### config.mk
export PLATFORM = sky130hd
export DESIGN_NAME = uart_receiver
export DESIGN_NICKNAME = d
export VERILOG_FILES = /design/src/rtl/uart_pkg.sv /design/src/rtl/uart_rx_fifo.sv /design/src/rtl/uart_receiver.sv
export SDC_FILE = /design/constraint.sdc
export NUM_CORES = 1
export LEC_CHECK = 0
export CAP_MARGIN = 0
export CORE_MARGIN = 4
export CORE_UTILIZATION = 45
export CTS_CLUSTER_DIAMETER = 40
export DETAILED_ROUTE_END_ITERATION = 6
export MAX_ROUTING_LAYER = met4
export PLACE_DENSITY_LB_ADDON = 0.2
export SLEW_MARGIN = 30
export SYNTH_ARGS = -nofsm -noshare
export SYNTH_HDL_FRONTEND = slang
export SYNTH_HIERARCHICAL = 1
export SYNTH_SLANG_ARGS = --single-unit
### constraint.sdc
create_clock -name clock_i -period 8.6 [get_ports clock_i]
set_input_delay 2.15 -clock clock_i [delete_from_list [all_inputs] [get_ports clock_i]]
set_output_delay 2.15 -clock clock_i [all_outputs]
set_load 0.01 [all_outputs]
### src/rtl/uart_pkg.sv
// Shared types and constants for the UART receive path: bit-period table, FSM states, FIFO geometry.
// No logic; imported by the deserializer and its FIFO.
package uart_pkg;

  localparam int FRAME_BITS = 8;
  localparam int FIFO_DEPTH = 32;
  localparam int FIFO_AW    = 5;
  localparam int CNT_W      = 13;

  typedef enum logic [2:0] {
    ST_IDLE,
    ST_START,
    ST_DATA,
    ST_STOP,
    ST_WAIT_HIGH
  } rx_state_t;

  // Clock cycles per serial bit for each baud-rate select code.
  function automatic logic [CNT_W-1:0] div_of(input logic [1:0] sel);
    logic [CNT_W-1:0] d;
    case (sel)
      2'd0:    d = 13'd5208;
      2'd1:    d = 13'd2604;
      2'd2:    d = 13'd434;
      default: d = 13'd16;
    endcase
    return d;
  endfunction

endpackage

### src/rtl/uart_rx_fifo.sv
// 32-entry show-ahead byte FIFO with programmable full threshold; write lands one edge after wr_en.
// No backpressure upstream: a write on a full FIFO without a same-cycle read is dropped and flagged.
module uart_rx_fifo
  import uart_pkg::*;
(
  input  logic                  clock_i,
  input  logic                  reset_i,
  input  logic                  wr_en,
  input  logic [FRAME_BITS-1:0] wr_data,
  input  logic                  rd_en,
  input  logic [5:0]            full_thres,
  output logic [FRAME_BITS-1:0] rd_data,
  output logic                  empty,
  output logic                  full,
  output logic                  overrun
);

  logic [FRAME_BITS-1:0] mem [FIFO_DEPTH];
  logic [FIFO_AW-1:0]    wr_ptr;
  logic [FIFO_AW-1:0]    rd_ptr;
  logic [FIFO_AW:0]      count;
  logic [FIFO_AW:0]      thres_eff;
  logic                  do_wr;
  logic                  do_rd;

  // A read frees a slot in the same cycle, so write+read on full both proceed.
  assign do_rd = rd_en && (count != '0);
  assign do_wr = wr_en && ((count != 6'(FIFO_DEPTH)) || do_rd);

  always_ff @(posedge clock_i or posedge reset_i) begin
    if (reset_i) begin
      wr_ptr  <= '0;
      rd_ptr  <= '0;
      count   <= '0;
      overrun <= 1'b0;
    end else begin
      if (do_wr) wr_ptr <= wr_ptr + 5'd1;
      if (do_rd) rd_ptr <= rd_ptr + 5'd1;
      case ({do_wr, do_rd})
        2'b10:   count <= count + 6'd1;
        2'b01:   count <= count - 6'd1;
        default: ;
      endcase
      overrun <= wr_en && !do_wr;
    end
  end

  always_ff @(posedge clock_i) begin
    if (do_wr) mem[wr_ptr] <= wr_data;
  end

  assign empty     = (count == '0);
  assign rd_data   = empty ? '0 : mem[rd_ptr];
  assign thres_eff = (full_thres == '0) ? 6'(FIFO_DEPTH) : full_thres;
  assign full      = (count >= thres_eff);

endmodule

### src/rtl/uart_receiver.sv
// 8N1 UART receiver feeding a 32-byte FIFO; byte written one cycle after the stop-bit sample.
// No flow control on the line: bytes arriving on a full FIFO are dropped (overrun pulse).
// Define UART_RX_MAJORITY_EN for 2-of-3 majority sampling around each bit centre.
module uart_receiver
  import uart_pkg::*;
(
  input  logic       clock_i,
  input  logic       reset_i,
  input  logic       uart_rx_i,
  input  logic [1:0] baudrate_select_i,
  output logic [7:0] data_o,
  input  logic       data_read_i,
  output logic       data_buffer_empty_o,
  input  logic [5:0] data_buffer_full_thres_i,
  output logic       data_buffer_full_o,
  output logic       frame_error_o,
  output logic       overrun_error_o
);

  logic                  rx_meta;
  logic                  rx_sync;
  logic                  rx_d1;
  logic                  rx_sample;
  rx_state_t             state, state_n;
  logic [CNT_W-1:0]      cnt, cnt_n;
  logic [CNT_W-1:0]      div_q, div_n;
  logic [2:0]            bit_idx, bit_n;
  logic [FRAME_BITS-1:0] shift, shift_n;
  logic                  wr_q, wr_n;
  logic                  ferr_n;

  always_ff @(posedge clock_i or posedge reset_i) begin
    if (reset_i) begin
      rx_meta <= 1'b1;
      rx_sync <= 1'b1;
      rx_d1   <= 1'b1;
    end else begin
      rx_meta <= uart_rx_i;
      rx_sync <= rx_meta;
      rx_d1   <= rx_sync;
    end
  end

  // The nominal sample is rx_d1 in both builds so frame timing does not change.
`ifdef UART_RX_MAJORITY_EN
  logic rx_d2;
  always_ff @(posedge clock_i or posedge reset_i) begin
    if (reset_i) rx_d2 <= 1'b1;
    else         rx_d2 <= rx_d1;
  end
  assign rx_sample = (rx_sync & rx_d1) | (rx_sync & rx_d2) | (rx_d1 & rx_d2);
`else
  assign rx_sample = rx_d1;
`endif

  always_ff @(posedge clock_i or posedge reset_i) begin
    if (reset_i) begin
      state         <= ST_IDLE;
      cnt           <= '0;
      div_q         <= '0;
      bit_idx       <= '0;
      shift         <= '0;
      wr_q          <= 1'b0;
      frame_error_o <= 1'b0;
    end else begin
      state         <= state_n;
      cnt           <= cnt_n;
      div_q         <= div_n;
      bit_idx       <= bit_n;
      shift         <= shift_n;
      wr_q          <= wr_n;
      frame_error_o <= ferr_n;
    end
  end

  always_comb begin
    state_n = state;
    cnt_n   = cnt + 13'd1;
    div_n   = div_q;
    bit_n   = bit_idx;
    shift_n = shift;
    wr_n    = 1'b0;
    ferr_n  = 1'b0;
    case (state)
      ST_IDLE: begin
        cnt_n = '0;
        if (!rx_sync) begin
          state_n = ST_START;
          div_n   = div_of(baudrate_select_i);
        end
      end
      ST_START: begin
        if (cnt == {1'b0, div_q[CNT_W-1:1]}) begin
          cnt_n   = '0;
          bit_n   = '0;
          state_n = rx_sample ? ST_IDLE : ST_DATA;
        end
      end
      ST_DATA: begin
        if (cnt == div_q - 13'd1) begin
          cnt_n   = '0;
          shift_n = {rx_sample, shift[FRAME_BITS-1:1]};
          bit_n   = bit_idx + 3'd1;
          if (bit_idx == 3'd7) state_n = ST_STOP;
        end
      end
      ST_STOP: begin
        if (cnt == div_q - 13'd1) begin
          cnt_n = '0;
          if (rx_sample) begin
            wr_n    = 1'b1;
            state_n = ST_IDLE;
          end else begin
            ferr_n  = 1'b1;
            state_n = ST_WAIT_HIGH;
          end
        end
      end
      ST_WAIT_HIGH: begin
        cnt_n = '0;
        if (rx_sync) state_n = ST_IDLE;
      end
      default: begin
        cnt_n   = '0;
        state_n = ST_IDLE;
      end
    endcase
  end

  uart_rx_fifo u_fifo (
    .clock_i    (clock_i),
    .reset_i    (reset_i),
    .wr_en      (wr_q),
    .wr_data    (shift),
    .rd_en      (data_read_i),
    .full_thres (data_buffer_full_thres_i),
    .rd_data    (data_o),
    .empty      (data_buffer_empty_o),
    .full       (data_buffer_full_o),
    .overrun    (overrun_error_o)
  );

endmodule

After elaboration in Yosys (flattened, before gate mapping)
Memories as Yosys holds them, arrays and structs flattened.
Index checks and enable logic that the tools add are counted.
{ "word_totals": {"ff_bits": 62, "inputBits": 12, "ramBits": 256, "word_cells": 86, "mem_count": 1} }
{ "memory_table": {"columns": ["memory", "words", "width", "read_ports", "rd_ports_with_merged_regs", "wr", "line_no", "rtl"], "rows": [
  ["u_fifo.mem", 32, 8, 1, 0, 1, "uart_rx_fifo.sv:18", "logic [FRAME_BITS-1:0] mem [FIFO_DEPTH];"]
]} }
{ "classes": {"bitwise_logic": 1, "eq_ne": 18, "addsub": 7, "n_reduce_logical": 17, "magnitude_cmp": 1, "n_mux": 27} }
{ "ops": {"columns": ["op", "count"], "rows": [
  ["13-bit case mux with 3 select lines", 1],
  ["3-bit 2-to-1 mux", 9],
  ["13-bit 2-to-1 mux", 2],
  ["13-bit case mux with 2 select lines", 1],
  ["3-bit case mux with 5 select lines", 1],
  ["13-bit by 1-bit adder with 13-bit output, second input constant", 1],
  ["13-bit by 12-bit == test with 1-bit output", 1],
  ["13-bit == test", 1],
  ["13-bit by 1-bit subtractor with 13-bit output, second input constant", 1],
  ["6-bit logical NOT", 2],
  ["2-bit inequality test, second input constant", 6],
  ["6-bit case mux with 2 select lines", 1],
  ["5-bit by 1-bit adder with 5-bit output, second input constant", 2],
  ["1-bit 2-to-1 mux", 8],
  ["8-bit 2-to-1 mux", 1],
  ["6-bit by 1-bit adder with 6-bit output, second input constant", 1],
  ["3-bit by 2-bit == test with 1-bit output, second input constant", 2],
  ["3-bit == test, second input constant", 2],
  ["6-bit greater-or-equal comparator", 1],
  ["6-bit 2-to-1 mux", 1],
  ["6-bit inequality test, second input constant", 1],
  ["3-bit case mux with 2 select lines", 1],
  ["6-bit AND reduction", 1],
  ["6-bit nonzero test", 1],
  ["16 further kinds", 22]
]} }

Logic depth before layout (Yosys ltp)
{ "logic_depth": {"ltp_word": 6, "ltp_mapped": 12, "mapped_depth_nobuf": 11} }

Hierarchy
Netlist, hierarchy kept.
{ "by_module_without_submodules": {"columns": ["module", "area_each_um2", "cells_per_inst", "n_inst", "seq_area_each_um2"], "rows": [
  ["uart_rx_fifo", 11126.9, 578, 1, 8112.8],
  ["uart_receiver", 2377.3, 246, 1, 954.7]
]} }

Worst setup path before layout
No wires, ideal clock.
{ "synth_timing": {"kind": "input to output", "from": "input port data_buffer_full_thres_i[0]", "to": "output port data_buffer_full_o", "setup_slack_ps": 3253, "stages": 7, "t_arrival_ps": 3197, "cell_sequence": "clkbuf_1 -> ha_1 -> nand2b_1 -> a21o_1 -> a21o_1 -> a21oi_1 -> o21ai_0"} }
{ "synth_via": {"elab_chain_cells": 3} }
{ "synth_rtl": {"columns": ["element", "line_no", "rtl"], "rows": [
  ["start: declaration", "uart_receiver.sv:14", "input logic [5:0] data_buffer_full_thres_i,"],
  ["6-bit logical NOT", "uart_rx_fifo.sv:54", "assign thres_eff = (full_thres == '0) ? 6'(FIFO_DEPTH) : full_thres;"],
  ["6-bit 2-to-1 mux *", "uart_rx_fifo.sv:54", null],
  ["6-bit greater-or-equal comparator *", "uart_rx_fifo.sv:55", "assign full = (count >= thres_eff);"],
  ["end: declaration", "uart_receiver.sv:15", "output logic data_buffer_full_o,"]
]} }
Mark *: on every way between the ends. The rest lies on a longest branch, timed or not.

Final worst setup path
Ends and elaborated chain as after synthesis.

==> flow_metrics.env <==
export IMPL_gp_congestion=0.807
export IMPL_holdBufCountCts=0
export IMPL_grt_pass1_vias=7834
export IMPL_synthFlopType="edfxtp_1"
export IMPL_layout_cells_non_filler=1280
export IMPL_seqCellArea_um2=9080
export IMPL_r2r_start="u_fifo/count[2]"
export IMPL_synth_enable_flop_cells=256
export IMPL_finalMaxSlewViolations=0
export IMPL_worst_setup_path_end_kind="output pin"
export IMPL_overflow=0
export IMPL_cp_required_ns=6.45
export IMPL_postCtsSetupBuffers=0
export IMPL_grt_first_pass_wirelength_mm=45.4
export IMPL_whs_path_depth=0
export IMPL_yosys_register_bits=311
export IMPL_rows=63
export IMPL_reg2reg_depth=11
export IMPL_track_usage_pct=18.2
export IMPL_synth_async_reset_ratio_pct=17.7
export IMPL_chipWidth_um=181
export IMPL_cts_made_buffers=44
export IMPL_skew_ns=0.0251
export IMPL_synth_xor_area_share_pct=2.01
export IMPL_wl_per_cell_um=22.3
export IMPL_vias=7458
export IMPL_cts_tree="yes"
export IMPL_drive_gt1_share_pct=18.4
export IMPL_multi_input_area_um2=4000
export IMPL_cellLeakagePower_nw=5.54
export IMPL_clk_pin_slew_worst_paths_ns=0.06
export IMPL_cp_arrival_ns=4.11
export IMPL_path_max_fanout=2
export IMPL_first_pass_iters=7
export IMPL_finalWirelength_mm=28.6
export IMPL_slowest_delay_ns=0.49
export IMPL_setup_viol=0
export IMPL_synth_simple_area_share_pct=6.75
export IMPL_syn_mean_instance_area_um2=16.4
export IMPL_dp_hpwl_mm=18.0
export IMPL_fin_nets=893
export IMPL_fin_crit_sh_pct=72.7
export IMPL_maxSlewHeadroom_pct=37.3
export IMPL_worst_pin_slew_ns=0.940
export IMPL_hold_start="rx_meta"
export IMPL_critPathKind="input port to output pin"
export IMPL_rsz0062_at_grt="false"
export IMPL_dieArea_um2=32800
export IMPL_synth_cell_types=74
export IMPL_fillers=2412
export IMPL_postRouteAntennaNets=0
export IMPL_period_minus_slack_ns=6.26
export IMPL_yosys_area_share_adder_pct=2.46
export IMPL_synth_compound_area_share_pct=6.07
export IMPL_synthCells=824
export IMPL_stdcell_area_um2=15500
export IMPL_dpl_cell_area_um2=14000
export IMPL_status="finished, final reports clean"
export IMPL_clk_latency_ns=0.53
export IMPL_ir_drop_uv=203
export IMPL_final_util_pct=52.3
export IMPL_synth_top_family_by_area="multiplexers"
export IMPL_synth_area_um2=13500
export IMPL_reg2reg_slack_ns=5.13
export IMPL_synthToLayoutAreaGrowth_pct=14.9
export IMPL_hold_viol=0
export IMPL_totalPowerFinal_mw=4.71
export IMPL_powerDensity_nw_per_um2=303
export IMPL_timing_rr_end="u_fifo/count[5]"
export IMPL_die_height_um=181
export IMPL_clock_fmax_mhz=160
export IMPL_io_pins=24
export IMPL_min_path_type="flip-flop to flip-flop"
export IMPL_root_buffer="clkbuf_16"
export IMPL_n_antenna_cell=0
export IMPL_grt_max_degree=51
export IMPL_start_kind="input port"
export IMPL_hold_path_endpoint="rx_sync"
export IMPL_yosysWarnings=6
export IMPL_critPathSlowestCell="clkdlybuf4s50_1"
export IMPL_numPlacedInstances=1198
export IMPL_htreeDepth=2
export IMPL_synth_mux_area_share_pct=12.4
export IMPL_crit_chain="clkdlybuf4s50_1, ha_1, nand2b_1, a21o_1, a21o_1, a21oi_1, o21ai_0, clkdlybuf4s50_1"
export IMPL_seq_area_frac_synth_pct=67.1
export IMPL_drtIter0Drc=502
export IMPL_synthesis_nets=862
export IMPL_finalSetupTns_ns=0
export IMPL_via_per_inst=5.83
export IMPL_io_buffers=23
export IMPL_post_cts_resized=0
export IMPL_start_util_pct=45.6
export IMPL_ctsLongestPathBuffers=3
export IMPL_core_um2=29600
export IMPL_antenna_found_initial=0
export IMPL_drv_cap=0
export IMPL_cts_sinks=311
export IMPL_drc_errors=0
## power by group
group          internal, mW  leakage (nW)  switching (mW)
Combinational         0.491          1.58           0.550
Clock                  1.15         0.742           0.685
Sequential             1.67          3.21           0.163
Total                  3.31          5.54            1.40
## registers in the layout, indices dropped and copies added, names as in the netlist
| register | count |
|---|---|
| u_fifo/mem | 256 |
| cnt | 13 |
| shift | 8 |
| div_q | 6 |
| u_fifo/count | 6 |
| u_fifo/rd_ptr | 5 |
| u_fifo/wr_ptr | 5 |
| bit_idx | 3 |
| state | 3 |
| frame_error_o | 1 |
| rx_d1 | 1 |
| rx_meta | 1 |
| rx_sync | 1 |
| u_fifo/overrun | 1 |
| wr_q | 1 |
## cells in the mapped netlist, drive strengths merged, types with 7 or more instances
library cell,n,area [um2]
inv,31,116
a2111oi,7,85.1
clkbuf,13,50.0
o221ai,10,87.6
xnor2,29,254
nor4,11,96.3
nor3,27,140
o21ai,17,88.8
buf,30,259
edfxtp,256,7690
a22o,15,131
a21oi,15,75.1
a211oi,9,67.6
dfrtp,52,1300
nand2,20,75.1
mux2,14,158
mux4,49,1130
and3,9,57.6
nand3,10,55.1
o22ai,10,62.6
ha,25,313
nor2,49,184
mux2i,38,380
## critical path, delay by kind of cell
kind / cells / cell delay [ns]
AO/OA/AOI/OAI: 4 / 0.62
adder cells (fa/ha/maj): 1 / 0.23
buffers and inverters: 2 / 0.97
AND/OR/NAND/NOR: 1 / 0.14
## through the flow
step,setup WS (ns),hold slack (ns)
global placement,2.41,0.349
global route,2.27,0.366
detailed placement,2.35,0.349
finish,2.34,0.354
CTS,2.34,0.360
floorplan,3.25,0.345
## placed cells by master, fill, tap and decap left out, drive strengths merged, types with 6 or more instances in the layout
master / Yosys / final
and3: 9 / 9
dfrtp: 52 / 52
mux2: 14 / 14
nand2b: 6 / 6
o21ai: 17 / 17
nor2b: 6 / 6
nor2: 49 / 49
o221ai: 10 / 10
a2111oi: 7 / 7
buf: 30 / 6
o22ai: 10 / 10
inv: 31 / 44
nand3: 10 / 10
a21o: 6 / 6
a21oi: 15 / 15
mux2i: 38 / 38
mux4: 49 / 49
nand2: 20 / 20
clkdlybuf4s50: 0 / 23
edfxtp: 256 / 256
nor4: 11 / 11
clkinv: 0 / 10
a211oi: 9 / 9
ha: 25 / 25
xnor2: 29 / 29
a22o: 15 / 15
clkbuf: 13 / 50
nor3: 27 / 27
## kinds of logic (layout without fill, tap and decap cells)
logic type | after synthesis | in the layout
DFF | 311 | 311
and+or+nand+nor | 169 | 169
AOI/OAI and AO/OA | 111 | 111
muxes | 101 | 101
buffers and inverters | 75 | 141
xor gates and xnor gates | 31 | 31
adders and majority gates | 26 | 26
## cell type report
cell class	instances	share of cell area, %
clock buffers	50	7.52
clock inverters	31	2.34
inverters	31	0.750
multi-input cells	438	25.8
flip-flops and latches	311	58.5
well taps	390	3.15
repair buffers	29	1.90
## worst max path at each step
stage                                 from            endpoint  slack, ns  depth (start not counted)
2_1_floorplan  data_buffer_full_thres_i[0]  data_buffer_full_o       3.25                          7
6_report       data_buffer_full_thres_i[0]  data_buffer_full_o       2.34                          8
3_5_place_dp   data_buffer_full_thres_i[0]  data_buffer_full_o       2.35                          8
3_3_place_gp   data_buffer_full_thres_i[0]  data_buffer_full_o       2.41                          8
5_1_grt        data_buffer_full_thres_i[0]  data_buffer_full_o       2.27                          8
4_1_cts        data_buffer_full_thres_i[0]  data_buffer_full_o       2.34                          8
## layer usage
metal	up-vias	share of wire, %	GRT usage [%]
li1	3320	-	-
met1	3885	42	23.7
met2	209	51	30.2
met3	44	5.5	3.34
met4	0	1.7	3.99
met5	-	0	-
Power figures use the tool's default switching activity.
